### src/rtl/dm_sb_target_pkg.sv
// Shared types and constants for the system-bus target responder.
package dm_sb_target_pkg;

    typedef enum logic [1:0] {
        Idle    = 2'd0,
        GntWait = 2'd1,
        RspWait = 2'd2
    } target_state_e;

    localparam int MaxTargetDelay = 15;
    localparam int DelayCntWidth  = $clog2(MaxTargetDelay + 1);

endpackage

### src/rtl/dm_sb_target_if.sv
// Single-beat req/gnt bus with one r_valid response per grant.
interface dm_sb_target_if #(
    parameter int BusWidth = 32
) ();

    logic                    req;
    logic [BusWidth-1:0]     add;
    logic                    we;
    logic [BusWidth-1:0]     wdata;
    logic [BusWidth/8-1:0]   be;
    logic                    gnt;
    logic                    r_valid;
    logic [BusWidth-1:0]     r_rdata;
    logic                    r_err;

    modport master (
        output req, add, we, wdata, be,
        input  gnt, r_valid, r_rdata, r_err
    );

    modport slave (
        input  req, add, we, wdata, be,
        output gnt, r_valid, r_rdata, r_err
    );

endinterface

### src/rtl/dm_sb_target_mem.sv
// Word-addressed flop memory with byte-enable write and registered read.
// The read port samples the pre-write contents on the same edge as a write.
module dm_sb_target_mem #(
    parameter int BusWidth = 32,
    parameter int NumWords = 16
) (
    input  logic                        clk_i,
    input  logic                        rst_ni,
    input  logic                        i_wr_en,
    input  logic                        i_rd_en,
    input  logic                        i_rd_zero,
    input  logic [$clog2(NumWords)-1:0] i_idx,
    input  logic [BusWidth-1:0]         i_wdata,
    input  logic [BusWidth/8-1:0]       i_be,
    output logic [BusWidth-1:0]         o_rdata
);

    localparam int NumBytes = BusWidth / 8;

    logic [BusWidth-1:0] r_mem [NumWords];
    logic [BusWidth-1:0] r_rdata;

    // Memory array and read register; everything clears on reset.
    always_ff @(posedge clk_i or negedge rst_ni) begin
        if (!rst_ni) begin
            for (int w = 0; w < NumWords; w++) begin
                r_mem[w] <= '0;
            end
            r_rdata <= '0;
        end else begin
            if (i_wr_en) begin
                for (int b = 0; b < NumBytes; b++) begin
                    if (i_be[b]) begin
                        r_mem[i_idx][b*8 +: 8] <= i_wdata[b*8 +: 8];
                    end
                end
            end
            if (i_rd_en) begin
                r_rdata <= i_rd_zero ? '0 : r_mem[i_idx];
            end
        end
    end

    assign o_rdata = r_rdata;

endmodule

### src/rtl/dm_sb_target.sv
// System-bus target: grants single requests after GntDelay cycles and
// returns one response beat RspDelay cycles after the grant.
//
// state   | meaning
// Idle    | no transaction; grant immediately when GntDelay is 0
// GntWait | request seen, counting down to the grant
// RspWait | command captured, counting down to the response beat
module dm_sb_target
    import dm_sb_target_pkg::*;
#(
    parameter int BusWidth = 32,
    parameter int NumWords = 16,
    parameter int GntDelay = 0,
    parameter int RspDelay = 1
) (
    input  logic            clk_i,
    input  logic            rst_ni,
    dm_sb_target_if.slave   bus
);

    localparam int ByteOffW = $clog2(BusWidth / 8);
    localparam int IdxW     = $clog2(NumWords);
    localparam logic [BusWidth-1:0]      AddrLimit = BusWidth'(NumWords * (BusWidth / 8));
    localparam logic [DelayCntWidth-1:0] GntLoad   = DelayCntWidth'(GntDelay - 1);
    localparam logic [DelayCntWidth-1:0] RspLoad   = DelayCntWidth'(RspDelay - 1);

    target_state_e              r_state;
    target_state_e              w_state_nxt;
    logic [DelayCntWidth-1:0]   r_cnt;
    logic [DelayCntWidth-1:0]   w_cnt_nxt;
    logic                       w_gnt;
    logic                       w_valid_nxt;
    logic                       r_valid;
    logic                       r_err;
    logic                       w_err;
    logic                       w_wr_en;
    logic [IdxW-1:0]            w_idx;
    logic [BusWidth-1:0]        w_rdata;

    assign w_idx   = bus.add[ByteOffW +: IdxW];
    assign w_err   = (bus.add >= AddrLimit);
    assign w_wr_en = w_gnt & bus.we & ~w_err;

    // Next state, counter and grant; the beat is flagged one cycle early so
    // r_valid can come straight from a flop.
    always_comb begin
        w_state_nxt = r_state;
        w_cnt_nxt   = r_cnt;
        w_gnt       = 1'b0;
        unique case (r_state)
            Idle: begin
                if (bus.req) begin
                    if (GntDelay == 0) begin
                        w_gnt       = 1'b1;
                        w_state_nxt = RspWait;
                        w_cnt_nxt   = RspLoad;
                    end else begin
                        w_state_nxt = GntWait;
                        w_cnt_nxt   = GntLoad;
                    end
                end
            end
            GntWait: begin
                if (!bus.req) begin
                    w_state_nxt = Idle;
                    w_cnt_nxt   = '0;
                end else if (r_cnt == '0) begin
                    w_gnt       = 1'b1;
                    w_state_nxt = RspWait;
                    w_cnt_nxt   = RspLoad;
                end else begin
                    w_cnt_nxt   = r_cnt - 1'b1;
                end
            end
            RspWait: begin
                if (r_cnt == '0) begin
                    w_state_nxt = Idle;
                end else begin
                    w_cnt_nxt   = r_cnt - 1'b1;
                end
            end
            default: begin
                w_state_nxt = Idle;
                w_cnt_nxt   = '0;
            end
        endcase
        w_valid_nxt = (w_state_nxt == RspWait) && (w_cnt_nxt == '0);
    end

    // State, counter, response strobe and error flag registers.
    always_ff @(posedge clk_i or negedge rst_ni) begin
        if (!rst_ni) begin
            r_state <= Idle;
            r_cnt   <= '0;
            r_valid <= 1'b0;
            r_err   <= 1'b0;
        end else begin
            r_state <= w_state_nxt;
            r_cnt   <= w_cnt_nxt;
            r_valid <= w_valid_nxt;
            if (w_gnt) begin
                r_err <= w_err;
            end
        end
    end

    dm_sb_target_mem #(
        .BusWidth (BusWidth),
        .NumWords (NumWords)
    ) u_mem (
        .clk_i     (clk_i),
        .rst_ni    (rst_ni),
        .i_wr_en   (w_wr_en),
        .i_rd_en   (w_gnt),
        .i_rd_zero (w_err),
        .i_idx     (w_idx),
        .i_wdata   (bus.wdata),
        .i_be      (bus.be),
        .o_rdata   (w_rdata)
    );

    assign bus.gnt     = w_gnt;
    assign bus.r_valid = r_valid;
    assign bus.r_rdata = w_rdata;
    assign bus.r_err   = r_err;

    a_gnt_delay_range: assert property (@(posedge clk_i)
        (GntDelay >= 0) && (GntDelay <= MaxTargetDelay));
    a_rsp_delay_range: assert property (@(posedge clk_i)
        (RspDelay >= 1) && (RspDelay <= MaxTargetDelay));
    a_num_words_pow2: assert property (@(posedge clk_i)
        (NumWords >= 2) && ((NumWords & (NumWords - 1)) == 0));
    a_bus_width: assert property (@(posedge clk_i)
        (BusWidth == 32) || (BusWidth == 64));
    a_req_held: assert property (@(posedge clk_i) disable iff (!rst_ni)
        (r_state == GntWait) |-> bus.req);

endmodule

### src/flat_wrapper.sv
// flat-port wrapper written by rule: the top's interface ports become plain ports
module dm_sb_target_flat import dm_sb_target_pkg::*;
#(
    parameter int BusWidth = 32,
    parameter int NumWords = 16,
    parameter int GntDelay = 0,
    parameter int RspDelay = 1
)
  (clk_i, rst_ni, bus_req, bus_add, bus_we, bus_wdata, bus_be, bus_gnt, bus_r_valid, bus_r_rdata, bus_r_err);
  dm_sb_target_if #(.BusWidth(BusWidth)) bus_i ();
  input  logic clk_i;
  input  logic rst_ni;
  input wire logic [$bits(bus_i.req)-1:0] bus_req;
  input wire logic [$bits(bus_i.add)-1:0] bus_add;
  input wire logic [$bits(bus_i.we)-1:0] bus_we;
  input wire logic [$bits(bus_i.wdata)-1:0] bus_wdata;
  input wire logic [$bits(bus_i.be)-1:0] bus_be;
  output wire logic [$bits(bus_i.gnt)-1:0] bus_gnt;
  output wire logic [$bits(bus_i.r_valid)-1:0] bus_r_valid;
  output wire logic [$bits(bus_i.r_rdata)-1:0] bus_r_rdata;
  output wire logic [$bits(bus_i.r_err)-1:0] bus_r_err;
  assign bus_i.req = bus_req;
  assign bus_i.add = bus_add;
  assign bus_i.we = bus_we;
  assign bus_i.wdata = bus_wdata;
  assign bus_i.be = bus_be;
  assign bus_gnt = bus_i.gnt;
  assign bus_r_valid = bus_i.r_valid;
  assign bus_r_rdata = bus_i.r_rdata;
  assign bus_r_err = bus_i.r_err;
  dm_sb_target #(.BusWidth(BusWidth), .NumWords(NumWords), .GntDelay(GntDelay), .RspDelay(RspDelay)) u_core (.clk_i(clk_i), .rst_ni(rst_ni), .bus(bus_i));
endmodule
### config.mk
export PLATFORM = sky130hd
export DESIGN_NAME = dm_sb_target_flat
export DESIGN_NICKNAME = d
export VERILOG_FILES = /design/src/rtl/dm_sb_target_pkg.sv /design/src/rtl/dm_sb_target_if.sv /design/src/rtl/dm_sb_target_mem.sv /design/src/rtl/dm_sb_target.sv /design/src/flat_wrapper.sv
export SDC_FILE = /design/constraint.sdc
export NUM_CORES = 1
export LEC_CHECK = 0
export ABC_AREA = 1
export CAP_MARGIN = 20
export CORE_MARGIN = 5
export CORE_UTILIZATION = 40
export DETAILED_ROUTE_END_ITERATION = 16
export HOLD_SLACK_MARGIN = 0.06
export PLACE_DENSITY_LB_ADDON = 0.15
export SETUP_SLACK_MARGIN = 0.4
export SLEW_MARGIN = 20
export SYNTH_ARGS = -nofsm -noshare
export SYNTH_HDL_FRONTEND = slang
export SYNTH_HIERARCHICAL = 1
export SYNTH_SLANG_ARGS = --single-unit
### constraint.sdc
create_clock -name clk_i -period 5.6 [get_ports clk_i]
set_input_delay 0.56 -clock clk_i [delete_from_list [all_inputs] [get_ports clk_i]]
set_output_delay 0.56 -clock clk_i [all_outputs]
set_load 0.05 [all_outputs]
**Word level (Yosys, flattened, before mapping)**

Index checks and enable logic that the tools add are counted.

- Word-level logic and storage cells: 74
- Bits in read-only memories: 0
- Bits in writable memories: 0
- Bits of input ports: 72
- Latch bits: 0
- Memories kept: 0
- Register bits after elaboration: 552
- Output and inout port bits: 35

- Div/mod/pow operators: 0
- Multiplexer cells: 37
- Order comparisons: 3
- Equality and inequality tests: 3
- Bitwise gates (word level): 4
- Shifts and indexed selects: 0
- $add $sub $neg: 1
- Multipliers: 0
- Reductions and logical operators: 5

Operators with widths:

| kind | count |
|---|---|
| $mux 512 | 7 |
| $bwmux 512 | 4 |
| $demux 32 s4 | 4 |
| $bmux 32 s4 | 1 |
| $mux 32 | 4 |
| $ge 32x7->1 const B | 1 |
| $mux 24 | 1 |
| $mux 16 | 1 |
| $mux 4 | 4 |
| $pmux 4 s3 | 1 |
| $logic_not 4->1 | 2 |
| $mux 2 | 4 |
| $mux 8 | 1 |
| $pmux 2 s3 | 1 |
| $ge 5x5->1 const B | 1 |
| $lt 5x1->1 const B | 1 |
| $not 4->5 | 1 |
| $eq 2x2->1 const B | 2 |
| $sub 4x1->4 const B | 1 |
| $mux 1 | 3 |
| $and 1x1->1 | 2 |
| $eq 2x1->1 const B | 1 |
| $logic_and 1x1->1 | 2 |
| $logic_not 2->1 | 1 |
| other kinds (2) | 2 |

**Depth between registers and ports, before layout**

- Depth after elaboration: 16
- Depth in mapped cells: 15
- Mapped depth without buffers: 13

**Hierarchy**

Netlist, hierarchy kept.

Modules (own cells, without submodules):

| module | area an instance (µm²) | times used | cells an instance |
|---|---|---|---|
| dm_sb_target_mem | 25002.7 | 1 | 3348 |
| dm_sb_target | 608.1 | 1 | 97 |

**Worst setup path after synthesis**

No wires, ideal clock.

- Path type: register to register
- Start: reg u_core.r_cnt[0]
- End: reg u_core/u_mem/r_mem[422] (netlist bit)
- Clock period less this slack: 2.488 ns
- Buffers on the path: 2
- Arrival: 2.355 ns
- Cell stages (with the launch flop): 16
- Setup slack: 3.112 ns
- Cells stage by stage: dfrtp_1 inv_1 ha_1 nand3_4 nand2_1 inv_2 nor2_4 nand2_1 nor2_1 nand2_1 inv_1 buf_2 nand2_1 clkbuf_1 nand2_1 o21ai_0

- Word-level cells in the longest chain between the ends: 6

Ends and longest elaborated chain:

| item | RTL line | text |
|---|---|---|
| start: declaration | dm_sb_target.sv:29 | `logic [DelayCntWidth-1:0] r_cnt;` |
| start signal: assignment | dm_sb_target.sv:99 | `r_cnt <= w_cnt_nxt;` |
| $logic_not 4->1 | dm_sb_target.sv:67 | `end else if (r_cnt == '0) begin` |
| $mux 1 | dm_sb_target.sv:67 |  |
| $mux 1 | dm_sb_target.sv:64 | `if (!bus.req) begin` |
| $pmux 1 s2 | dm_sb_target.sv:50 | `unique case (r_state)` |
| net bus_gnt | flat_wrapper.sv:18 | `output wire logic [$bits(bus_i.gnt)-1:0] bus_gnt;` |
| $and 1x1->1 (2 in series) | dm_sb_target.sv:42 | `assign w_wr_en = w_gnt & bus.we & ~w_err;` |
| net u_core.w_wr_en | dm_sb_target.sv:36 | `logic w_wr_en;` |
| end signal: indexed assignment | dm_sb_target_mem.sv:34 | `r_mem[i_idx][b*8 +: 8] <= i_wdata[b*8 +: 8];` |
| end: declaration | dm_sb_target_mem.sv:20 | `logic [BusWidth-1:0] r_mem [NumWords];` |

The timed path passes the listed nets, and every way through them passes these cells.
A chain may end at the register's enable or synchronous reset.

**Final worst setup path**

- Start: in bus_add[2]
- End: reg u_core/u_mem/r_mem[64] (netlist bit)

- Word-level cells in the longest chain between the ends: 16
- Elaborated cells on any way between the ends: 23

Ends and longest elaborated chain:

| item | RTL line | text |
|---|---|---|
| start: declaration | flat_wrapper.sv:14 | `input wire logic [$bits(bus_i.add)-1:0] bus_add;` |
| $not 4->5 (implied by the code) | dm_sb_target_mem.sv:34 |  |
| $ge 5x5->1 (implied by the code) or $lt 5x1->1 (tied branches) | dm_sb_target_mem.sv:34 |  |
| $logic_and 1x1->1 (implied by the code) | dm_sb_target_mem.sv:34 |  |
| $mux 8 (implied by the code) | dm_sb_target_mem.sv:34 |  |
| $demux 32 s4 | dm_sb_target_mem.sv:34 |  |
| $bwmux 512 | dm_sb_target_mem.sv:34 |  |
| $mux 512 | dm_sb_target_mem.sv:33 | `if (i_be[b]) begin` |
| $mux 512 | dm_sb_target_mem.sv:31 | `if (i_wr_en) begin` |
| $bwmux 512 | dm_sb_target_mem.sv:34 |  |
| $mux 512 | dm_sb_target_mem.sv:33 |  |
| $mux 512 | dm_sb_target_mem.sv:31 |  |
| $bwmux 512 | dm_sb_target_mem.sv:34 |  |
| $mux 512 | dm_sb_target_mem.sv:33 |  |
| $mux 512 | dm_sb_target_mem.sv:31 |  |
| $bwmux 512 | dm_sb_target_mem.sv:34 |  |
| $mux 512 | dm_sb_target_mem.sv:33 |  |

Parallel ways exist; a longest one is shown, timed or not. The select of a mux whose other input is x is not followed.

==> metrics.md <==
| Metric | Value |
|---|---|
| Max frequency | `0.296 GHz` |
| Delay-heaviest family, CP | `simple AND/OR/NAND/NOR gates` |
| Largest net degree at the start of global routing | `133` |
| Hold Path Sink | `u_core/u_mem/r_mem[202]` |
| Clock latency on the worst-skew pair | `0.62 ns` |
| Die area | `69200 um2` |
| Critical path cell sequence | `clkbuf_8, buf_4, nand2_1, nor2_1, nand2_1, o21ai_0` |
| TritonCTS Sinks | `552` |
| Final Power | `8570 uW` |
| Slew Limit Fails | `0` |
| Register bit count reported by yosys | `552` |
| Die width | `263 um` |
| Drt via density | `5.08` |
| Critical path arrival | `3.89 ns` |
| Antenna violations before repair | `1` |
| WL met3 | `4.18 mm` |
| Clock Pin Slew Worst Setup and Hold Paths | `0.06 ns` |
| Slew Limit Headroom | `23.3%` |
| Vias in the first global route | `20500` |
| Post-synthesis sequential area ratio | `53.9%` |
| Met1 WL | `35.1 mm` |
| Crit path kind | `in -> reg` |
| Synth cell types | `22` |
| Initial DRC count | `2088` |
| Syn Area/Cell | `7.43 um2` |
| Final net count | `3502` |
| Clk Tree Root Cell | `clkbuf_16` |
| Mux contribution to synthesized area | `0%` |
| Max cap viols | `0` |
| Slew at the pin closest to its max-slew limit | `1.15 ns` |
| TNS Setup | `0 ns` |
| Slowest stage delay, CP | `0.75 ns` |
| Hold Path Cell Cnt | `2` |
| H-tree levels | `2` |
| R2R depth | `12` |
| Layout cell share with drive strength beyond 1 | `4.09%` |
| I/O Buffers | `104` |
| Largest family of logic cells by synthesized area | `simple AND/OR/NAND/NOR gates` |
| Synth warn | `6` |
| Simple-Gate Fraction of Synth Area | `30.8%` |
| WL met2 | `34.3 mm` |
| CTS Hold Bufs | `1` |
| RR Startpoint | `u_core/r_cnt[0]` |
| PnR worst setup slack | `2.22 ns` |
| Reg2reg end | `u_core/u_mem/r_mem[64]` |
| Period utilization | `60.3%` |
| Setup bufs post-CTS | `0` |
| Routed len/inst | `17.4 um` |
| Adder-Cell Fraction of Synth Area | `0.0977%` |
| Die height | `263 um` |
| Compound-gate portion of the synthesized area | `10.7%` |
| Placed cell count | `4212` |
| RSZ-0062 raised after global routing | `false` |
| Crit path max-delay cell type | `buf_4` |
| Cell mode on critical path | `nand2_1` |
| Router iterations before antenna repair | `6` |
| Hold Violations, Final | `0` |
| Post-synth net total | `3519` |
| Setup violators final | `0` |
| CTS Buf Count | `59` |
| First-pass GRT wire length | `119 mm` |
| WL final | `75.2 mm` |
| I/O pins | `107` |
| VDD IR-drop max | `0.272 mV` |
| Hpwl dp | `44.5 mm` |
| Placement Setup Slack | `1.63 ns` |
| Leakage | `0.0148 uW` |
| # resized after CTS | `0` |
| Initial cell density of the core | `40.5%` |
| PwrDens | `296 nW/um2` |
| GRT Residual Overflow | `0` |
| Gpl congestion | `0.792` |
| Worst hold path class | `reg -> reg` |
| ANT nets after route | `0` |
| # DRC | `0` |
| Cells after Synth | `3445` |
| Required time worst endpoint | `6.11 ns` |
| CTS tree | `yes` |
| Syn-to-layout area delta | `13.1%` |
| CP Depth | `6` |
| Vias | `21900` |
| GRT Total Usage | `21.4%` |
| Mapped Area | `25600 um2` |
| Final setup skew | `0.0113 ns` |
| Buf/Inv on CP | `2` |
| DR top layer | `met4` |
| Hold wc startpoint | `u_core/u_mem/r_mem[202]` |
| Critical Path Source Type | `input pin` |
| Status | `finished clean` |
| Final Non-Filler Cells | `4319` |
| # rows | `92` |
| FF-to-FF setup slack | `2.25 ns` |
| Core outline area | `63200 um2` |
| Synth Area in XOR/XNOR | `0%` |
| CP max FO | `92` |
| Clk buf depth | `3` |
| Tmin final | `3.38 ns` |
| Critical Path End Type | `flip-flop` |
## worst reg2reg max path, delay by kind of cell (launching register included)
| family | cells | cell delay [ns] |
|---|---|---|
| compound gates | 1 | 0.37 |
| simple gates | 7 | 1.56 |
| buf+inv | 3 | 0.69 |
| fa+ha+maj | 1 | 0.26 |
| flops | 1 | 0.37 |
## synthesized netlist by cell type
library cell,number,area [um2]
nand2_1,2021,7590
dfrtp_1,552,13800
o21ai_0,448,2240
clkbuf_1,108,405
o21ai_1,96,480
buf_2,72,360
inv_1,54,203
nor2_1,35,131
buf_1,14,52.6
nor2_2,9,56.3
buf_6,8,90.1
inv_2,8,30.0
nand3_1,7,35.0
nor2_4,3,33.8
ha_1,2,25.0
nand2_2,2,12.5
a21oi_1,1,5.00
buf_4,1,7.51
nand3_2,1,10.0
nand3_4,1,17.5
nand3b_1,1,7.51
nand4_1,1,6.26
## placed cells by master (no fill, tap or decap), drive strengths merged, types with 2 or more instances in the layout
cell / n
nor2: 47
buf: 22
clkbuf: 92
clkinv: 11
nand2: 2023
clkdlybuf4s50: 101
bufinv: 3
inv: 61
ha: 2
o21ai: 544
dfrtp: 552
nand3: 9
## final cells by class
cell class / instances / area (um2)
Fill cell: 6357 / 34200
Sequential cell: 552 / 13800
Multi-Input combinational cell: 2628 / 10700
Clock buffer: 91 / 1820
Timing Repair Buffer: 125 / 1240
Tap cell: 846 / 1060
Inverter: 62 / 243
Clock inverter: 14 / 148
Antenna cell: 1 / 2.50
## sequential cells by signal (all words and copies together), names as in the netlist
name,cells
u_core/bus.r_err,1
u_core/r_cnt,4
u_core/bus.r_valid,1
u_core/r_state,2
u_core/u_mem/r_mem,512
u_core/u_mem/o_rdata,32
## worst max-delay path by stage
stage                         start                      end  slack, ns
global placement         bus_add[2]   u_core/u_mem/r_mem[79]       1.75
finish                   bus_add[2]   u_core/u_mem/r_mem[64]       2.22
floorplan           u_core/r_cnt[0]  u_core/u_mem/r_mem[422]       3.11
global route        u_core/r_cnt[0]   u_core/u_mem/r_mem[96]       1.92
detailed placement       bus_add[2]   u_core/u_mem/r_mem[15]       1.63
CTS                 u_core/r_cnt[0]   u_core/u_mem/r_mem[59]       2.22
## where the power goes
part / switching (uW) / leakage (uW) / internal, uW
combinational: 462 / 0.00610 / 139
sequential: 12.8 / 0.00770 / 4010
clock: 1600 / 0.000977 / 2350
## metrics by stage
step	instance area (um2)	utilization [%]	hold WS (ns)
after global placement	27000	42.7	0.465
after global routing	29000	45.8	0.495
after floorplan	25600	-	0.264
after CTS	29000	45.8	0.487
after detailed placement	27000	42.7	0.465
final	29000	45.8	0.481
## metal layers
layer | GRT usage, % | up-vias
li1 | - | 10700
met1 | 31.1 | 10500
met2 | 33.7 | 606
met3 | 3.54 | 105
met4 | 5.23 | 0
met5 | 0 | -
## cells by family (layout without fill, tap and decap cells)
| logic type | after synthesis | after routing |
|---|---|---|
| AND/OR/NAND/NOR | 2081 | 2081 |
| flip-flops | 552 | 552 |
| AO/OA/AOI/OAI | 545 | 545 |
| buffers and inverters | 265 | 292 |
| adder cells (fa/ha/maj) | 2 | 2 |
| other | 0 | 1 |
No activity file was read; power rests on OpenSTA's default activity.
